<file path="config.mk">
export PLATFORM = sky130hd
export DESIGN_NAME = condicionador_botoes
export DESIGN_NICKNAME = d
export VERILOG_FILES = /design/src/rtl/condicionador_pkg.sv /design/src/rtl/sincronizador_2ff.sv /design/src/rtl/condicionador_botoes.sv
export SDC_FILE = /design/constraint.sdc
export NUM_CORES = 1
export LEC_CHECK = 0
export BUFFER_PORTS_ARGS = -buffer_cell sky130_fd_sc_hd__buf_4
export CAP_MARGIN = 20
export CORE_MARGIN = 2
export CORE_UTILIZATION = 50
export CTS_BUF_LIST = sky130_fd_sc_hd__clkbuf_4 sky130_fd_sc_hd__clkbuf_8
export CTS_CLUSTER_SIZE = 10
export DETAILED_ROUTE_END_ITERATION = 7
export PLACE_DENSITY = 0.66
export REMOVE_ABC_BUFFERS = 1
export SYNTH_ARGS = -nofsm -noshare
export SYNTH_HDL_FRONTEND = slang
export SYNTH_SLANG_ARGS = --single-unit
</file>
<file path="constraint.sdc">
create_clock -name clock -period 4.6 [get_ports clock]
set_input_delay 0.46 -clock clock [delete_from_list [all_inputs] [get_ports clock]]
set_output_delay 0.46 -clock clock [all_outputs]
set_load 0.005 [all_outputs]
</file>
<file path="src/rtl/condicionador_pkg.sv">
// Shared definitions for the push-button conditioning stage: bus width and
// the FSM state codes shown on the debug display.
package condicionador_pkg;

  localparam int BOTOES_W = 4;

  typedef enum logic [3:0] {
    OCIOSO       = 4'd0,
    FILTRA_PRESS = 4'd1,
    PRESSIONADO  = 4'd2,
    FILTRA_SOLTA = 4'd3
  } estado_t;

endpackage

</file>
<file path="src/rtl/sincronizador_2ff.sv">
// Two-flop synchronizer that brings asynchronous inputs into the clock domain.
// Both stages clear on reset, so a held button reappears as a fresh edge.
module sincronizador_2ff #(
  parameter int WIDTH = 1
) (
  input  logic             clock,
  input  logic             reset,
  input  logic [WIDTH-1:0] i_dado,
  output logic [WIDTH-1:0] o_dado
);

  logic [WIDTH-1:0] r_meta;
  logic [WIDTH-1:0] r_sinc;

  always_ff @(posedge clock or posedge reset) begin
    if (reset) begin
      r_meta <= '0;
      r_sinc <= '0;
    end else begin
      r_meta <= i_dado;
      r_sinc <= r_meta;
    end
  end

  assign o_dado = r_sinc;

endmodule

</file>
<file path="src/rtl/condicionador_botoes.sv">
// Debounces the four game buttons and turns each accepted press into a held
// one-hot play code plus a single-cycle jogada_feita (or erro_multiplo) pulse.
module condicionador_botoes
  import condicionador_pkg::*;
#(
  parameter int DEBOUNCE_CYCLES = 50000
) (
  input  logic                clock,
  input  logic                reset,
  input  logic [BOTOES_W-1:0] botoes,
  input  logic                habilita,
  input  logic                limpa,
  output logic [BOTOES_W-1:0] jogada,
  output logic                jogada_feita,
  output logic                erro_multiplo,
  output logic [3:0]          db_estado
);

  localparam int CNT_W = $clog2(DEBOUNCE_CYCLES);
  localparam logic [CNT_W-1:0] CNT_MAX = CNT_W'(DEBOUNCE_CYCLES - 1);
  localparam logic [CNT_W-1:0] CNT_UM  = CNT_W'(1);

  logic [BOTOES_W-1:0] w_sinc;

  estado_t             r_estado;
  estado_t             w_estadoProx;
  logic [BOTOES_W-1:0] r_cand;
  logic [BOTOES_W-1:0] w_candProx;
  logic [CNT_W-1:0]    r_cnt;
  logic [CNT_W-1:0]    w_cntProx;
  logic [BOTOES_W-1:0] r_jogada;
  logic [BOTOES_W-1:0] w_jogadaProx;
  logic                r_jogadaFeita;
  logic                r_erroMultiplo;
  logic                w_aceita;
  logic                w_erro;

  sincronizador_2ff #(
    .WIDTH (BOTOES_W)
  ) u_sincronizador (
    .clock  (clock),
    .reset  (reset),
    .i_dado (botoes),
    .o_dado (w_sinc)
  );

  always_ff @(posedge clock or posedge reset) begin
    if (reset) begin
      r_estado       <= OCIOSO;
      r_cand         <= '0;
      r_cnt          <= '0;
      r_jogada       <= '0;
      r_jogadaFeita  <= 1'b0;
      r_erroMultiplo <= 1'b0;
    end else begin
      r_estado       <= w_estadoProx;
      r_cand         <= w_candProx;
      r_cnt          <= w_cntProx;
      r_jogada       <= w_jogadaProx;
      r_jogadaFeita  <= w_aceita;
      r_erroMultiplo <= w_erro;
    end
  end

  // habilita only matters on the accept edge; a press that was ignored stays
  // in PRESSIONADO and can never fire later without a release.
  always_comb begin
    w_estadoProx = r_estado;
    w_candProx   = r_cand;
    w_cntProx    = r_cnt;
    w_aceita     = 1'b0;
    w_erro       = 1'b0;
    case (r_estado)
      OCIOSO: begin
        if (w_sinc != '0) begin
          w_candProx   = w_sinc;
          w_cntProx    = '0;
          w_estadoProx = FILTRA_PRESS;
        end
      end
      FILTRA_PRESS: begin
        if (w_sinc == '0) begin
          w_estadoProx = OCIOSO;
        end else if (w_sinc != r_cand) begin
          w_candProx = w_sinc;
          w_cntProx  = '0;
        end else if (r_cnt == CNT_MAX) begin
          w_estadoProx = PRESSIONADO;
          if (habilita) begin
            if ($onehot(r_cand)) w_aceita = 1'b1;
            else                 w_erro   = 1'b1;
          end
        end else begin
          w_cntProx = r_cnt + CNT_UM;
        end
      end
      PRESSIONADO: begin
        if (w_sinc == '0) begin
          w_cntProx    = '0;
          w_estadoProx = FILTRA_SOLTA;
        end
      end
      FILTRA_SOLTA: begin
        if (w_sinc != '0) begin
          w_estadoProx = PRESSIONADO;
        end else if (r_cnt == CNT_MAX) begin
          w_estadoProx = OCIOSO;
        end else begin
          w_cntProx = r_cnt + CNT_UM;
        end
      end
      default: w_estadoProx = OCIOSO;
    endcase
  end

  // An accepted press overrides a simultaneous clear.
  always_comb begin
    w_jogadaProx = r_jogada;
    if (limpa)    w_jogadaProx = '0;
    if (w_aceita) w_jogadaProx = r_cand;
  end

  assign jogada        = r_jogada;
  assign jogada_feita  = r_jogadaFeita;
  assign erro_multiplo = r_erroMultiplo;
  assign db_estado     = r_estado;

endmodule

</file>
# [Yosys cells after proc, flatten, opt, wreduce, memory -nomap -nowiden]
# Cells that the tools add are included.
[op_classes] n_addsub=4 multipliers=0 div=0 order_cmp=0 n_eq_ne=14 shift=0 mux=33 bitwise_logic=0 reduce_logical=9
[ops] op="2-to-1 mux 16 bit" count=6
[ops] op="case mux 16 bit (4 select lines)" count=1
[ops] op="2-to-1 mux 4 bit" count=12
[ops] op="adder 16 x 1 -> 16 bit, second input constant" count=1
[ops] op="equality test 16 bit, second input constant" count=1
[ops] op="case mux 4 bit (4 select lines)" count=1
[ops] op="2-to-1 mux 1 bit" count=12
[ops] op="inequality test 2 bit, second input constant" count=5
[ops] op="AND reduction 5 bit" count=2
[ops] op="inequality test 3 bit, second input constant" count=3
[ops] op="equality test 4 x 2 -> 1 bit, second input constant" count=2
[ops] op="logical NOT 4 bit" count=2
[ops] op="case mux 4 bit (2 select lines)" count=1
[ops] op="nonzero test 4 bit" count=2
[ops] op="adder 1 x 1 -> 2 bit" count=2
[ops] op="equality test 4 x 1 -> 1 bit, second input constant" count=1
[ops] op="inequality test 4 bit" count=1
[ops] op="AND reduction 4 bit" count=1
[ops] op="nonzero test 2 bit" count=2
[ops] op="adder 2 x 2 -> 3 bit" count=1
[ops] op="equality test 3 x 1 -> 1 bit, second input constant" count=1
[totals] ff_bits=38 latch_bits=0 mem_bits_rw=0 romBits=0 word_cells=68 memories=0

# [Depth between registers and ports, before layout]
[logic_depth] word_depth=10 depth_mapped=9 mapped_depth_nobuf=8

# [By module]
# A second synthesis with hierarchy kept.
[unflattened] hier_cells=174 hier_area_um2=1836.8
[by_module_without_submodules] mod="condicionador_botoes" instances=1 cells_each=165 area_per_inst_um2=1632.8 seq_area_each_um2=700.7
[by_module_without_submodules] mod="sincronizador_2ff" instances=1 cells_each=9 area_per_inst_um2=203.9 seq_area_each_um2=200.2

# [Worst setup path before layout]
# No wires, ideal clock.
[synth_path] path_kind="register -> register" start="reg r_cand[0]" end="reg r_jogada[2], in the netlist jogada[2]" setup_time_ns=0.125 arrival_ns=2.350 required_time_ns=4.475 setup_slack_ns=2.125 stages_incl_launch_ff=9 n_path_buf=0 period_less_slack_ns=2.475 cell_sequence="dfrtp_1 inv_1 fa_1 inv_1 ha_1 ha_1 nor3b_1 nand4_4 mux2_4"
[synth_between] elab_chain_len=10 elab_cells_between_ends=12 cone_classes="add/sub (2); eq/ne (2); mux (7); reduce/logical (1)"
[synth_rtl] item="start: declaration" line_no="condicionador_botoes.sv:27" text="logic [BOTOES_W-1:0] r_cand;"
[synth_rtl] item="start signal: assignment" line_no="condicionador_botoes.sv:57" text="r_cand <= w_candProx;"
[synth_rtl] item="adder 1 x 1 -> 2 bit (not written as such)" line_no="condicionador_botoes.sv:90" text="if ($onehot(r_cand)) w_aceita = 1'b1;"
[synth_rtl] item="adder 2 x 2 -> 3 bit (not written as such)" line_no="condicionador_botoes.sv:90"
[synth_rtl] item="equality test 3 x 1 -> 1 bit" line_no="condicionador_botoes.sv:90"
[synth_rtl] item="2-to-1 mux 1 bit" line_no="condicionador_botoes.sv:90"
[synth_rtl] item="2-to-1 mux 1 bit" line_no="condicionador_botoes.sv:89" text="if (habilita) begin"
[synth_rtl] item="2-to-1 mux 1 bit" line_no="condicionador_botoes.sv:87" text="end else if (r_cnt == CNT_MAX) begin"
[synth_rtl] item="2-to-1 mux 1 bit (*)" line_no="condicionador_botoes.sv:84" text="end else if (w_sinc != r_cand) begin"
[synth_rtl] item="2-to-1 mux 1 bit (*)" line_no="condicionador_botoes.sv:82" text="if (w_sinc == '0) begin"
[synth_rtl] item="2-to-1 mux 1 bit (*)" line_no="condicionador_botoes.sv:73" text="case (r_estado)"
[synth_rtl] item="2-to-1 mux 4 bit / nonzero test 2 bit (equally long branches)"
[synth_rtl] item="end signal: assignment" line_no="condicionador_botoes.sv:59" text="r_jogada <= w_jogadaProx;"
[synth_rtl] item="end: declaration" line_no="condicionador_botoes.sv:31" text="logic [BOTOES_W-1:0] r_jogada;"
# Mark *: on every way between the ends. The rest lies on a longest branch, timed or not.
# A chain may end at the register's enable or synchronous reset.

# [Worst setup path after layout]
# Same ends and word-level chain as after synthesis.

==> impl_metrics.toml <==
[timing]
max_slew_margin_pct = 26.5
setup_viol = 0
rsz0062_at_grt = "no"
timing.hold.ws_ps = 271
period_needed_ps = 2660
hold_violations = 0
fin_skew_ps = 7.78
tns_ps = 0
fmax_mhz = 376
fin_crit_sh_pct = 57.8
slew_violations = 0
tightest_slew_ps = 1100

[critical_path]
crit_buf_inv = 2
crit_chain = "inv_1 -> fa_1 -> inv_1 -> ha_1 -> ha_1 -> nor3b_1 -> nand4_4 -> mux2_4"
ff2ff_setup_slack_ps = 1940
cp_num_cells = 8
startpoint_type = "flip-flop"
cp.arrival_ps = 2840
startpoint = "r_cand[0]"
crit_family = "adder cells"
r2r-end = "jogada[2]"
reg2reg_depth = 8
cp_max_fo = 4
cp_slowest_stage_delay_ps = 540
r2r_start = "r_cand[0]"
path_class = "flip-flop to flip-flop"
required_ps = 4780
cp_slowest_cell = "fa_1"
crit_path_end_kind = "flip-flop"

[drt]
dr.pass1.iters = 4
final_antenna_net_count = 0
via_per_inst = 5.89
via_count = 1460
drtIter0Drc = 90
routed_wl_um = 3780
wl_per_cell_um = 15.3
drc = 0

[floorplan]
io_pins = 18
fp.coreArea_um2 = 3940
dieArea_um2 = 4540
start_util_pct = 50.9
die_w_um = 67.4
rows = 23
fp.dieH_um = 67.4

[yosys]
synthTopCellsByArea = "dfrtp_1 (45%), or4_1 (5.2%), o31ai_1 (4.5%), ha_1 (4.4%), a21oi_1 (4.0%)"
syn_inst = 183
ys_seq_elements = 36
ys_seq_area_share_pct = 44.9
ys_types = 43
synth_flop_cell = "dfrtp_1"
synth_largest_area_cell = "dfrtp_1"
avgSynthCellArea_um2 = 11.0
synth_most_common_cell = "dfrtp_1"
async_reset_ff_share_pct = 100
ys_warn_count = 0
synth_edf_count = 0
synth_commonest_cells = "dfrtp_1 (36), a21oi_1 (16), or4_1 (14)"
synth_top_area_share_pct = 44.9
syn_area_um2 = 2010

[cts]
clock_latency_ps = 290
cts-resized-gates = 0
clockRootBuffer = "clkbuf_8"
cts_made_buffers = 5
cts_sinks = 36
path_clk_slew_ps = 70
h-tree-depth = 2
cts_buffer_depth = 2
postCtsHoldBufs = 0
post_cts_buffers = 0
cts_tree = "done"

[cells_and_area]
antenna_cells = 0
finalNetCount = 213
regArea_um2 = 901
area.growth.synth_to_final_pct = 12.8
multiInputGateArea_um2 = 1010
fillCellCount = 335
drive_above_1_share_pct = 19.2

[global_routing]
grt_pass1_wl_um = 6420
grt_start_max_net_pins = 37
grt_pass1_vias = 1378
antenna_found_initial = 0
grt_usage_pct = 19.2
grt-ovfl-total = 0

[placed_design]
dpl.hpwl_um = 2620
gp_congestion = 0.828
port_buffers = 15

[pwr]
peakVddDrop_uv = 256
p_leak_nw = 1.01
power_density_nw_per_um2 = 497

[run]
maxCapViolations = 0

[outcome]
outcome = "completed"

[worst_hold_path]
hp-class = "primary input to asynchronous set/reset pin"
==> cell families (layout without fill, tap and decap cells) <==
family / after synthesis / in the layout / synth area share (%)
xor gates and xnor gates: 4 / 4 / 1.75
muxes: 13 / 13 / 6.98
DFF: 36 / 36 / 44.9
adders and majority gates: 8 / 8 / 5.36
and+or+nand+nor: 60 / 60 / 22.8
AOI/OAI and AO/OA: 39 / 39 / 12.9
other: 1 / 2 / 0.187
buffers and inverters: 22 / 36 / 5.17
==> metrics by stage <==
step	setup WS (ps)	area, um2	cells	util [%]	power [mW]
floorplan	2120	1950	173	-	0.724
global placement	2060	2130	239	54.0	0.797
detailed placement	1930	2140	240	54.2	0.826
CTS	1910	2260	248	57.4	1.14
global route	1780	2260	248	57.4	1.20
finish	1940	2260	248	57.4	1.12
==> worst max path at each step <==
stage           endpoint  slack [ps]
2_1_floorplan  jogada[2]        2120
3_3_place_gp   jogada[2]        2060
3_5_place_dp   jogada[2]        1930
4_1_cts        jogada[2]        1910
5_1_grt        jogada[2]        1780
6_report       jogada[2]        1940
==> cells in the final DEF (no fill, tap or decap), types with 3 or more instances in the layout <==
cell type   n
dfrtp_1    36
buf_4      17
or4_1      14
o21ai_0     3
nand3_1     4
and3_1      5
o31ai_1    12
nor2_1      4
nand2_1     7
nor3b_1     3
clkbuf_8    7
nand2b_1    4
inv_1      11
ha_1        7
mux2_2      4
xor2_1      4
mux2i_1     8
nand4_1     4
a21oi_1    16
==> flip-flops by register name (all words and copies together) (netlist names), named ones only <==
signal	flops
u_sincronizador.r_meta	4
jogada_feita	1
u_sincronizador.o_dado	4
db_estado	1
r_cnt	16
erro_multiplo	1
jogada	4
r_cand	4
==> metal layers <==
| metal | track usage (%) | vias up | routed length [um] |
|---|---|---|---|
| li1 | - | 711 | - |
| met1 | 25.8 | 713 | 1820 |
| met2 | 29.3 | 30 | 1730 |
| met3 | 4.50 | 6 | 163 |
| met4 | 8.67 | 0 | 65 |
| met5 | 0 | - | 0 |
==> worst register-to-register path: stages (launching register included) <==
cell,delay (ps)
dfrtp_1,390
inv_1,90
fa_1,540
inv_1,40
ha_1,180
ha_1,320
nor3b_1,420
nand4_4,200
mux2_4,360
==> cell type report <==
class	instances	area share (%)
tap	50	2.76
sequential	36	39.8
multi-input combinational	126	44.4
inverter	11	1.82
clock buffer	7	4.25
clock inverter	1	1.33
timing repair buffer	17	5.64
==> where the power goes <==
group          leakage (nW)  switching (mW)  internal (mW)  total (mW)
logic                 0.476           0.244          0.173       0.417
clock network        0.0645           0.116          0.191       0.308
registers             0.466          0.0440          0.356       0.400
total                  1.01           0.404          0.720        1.12
Note: power is estimated with default switching activity, not from simulation.
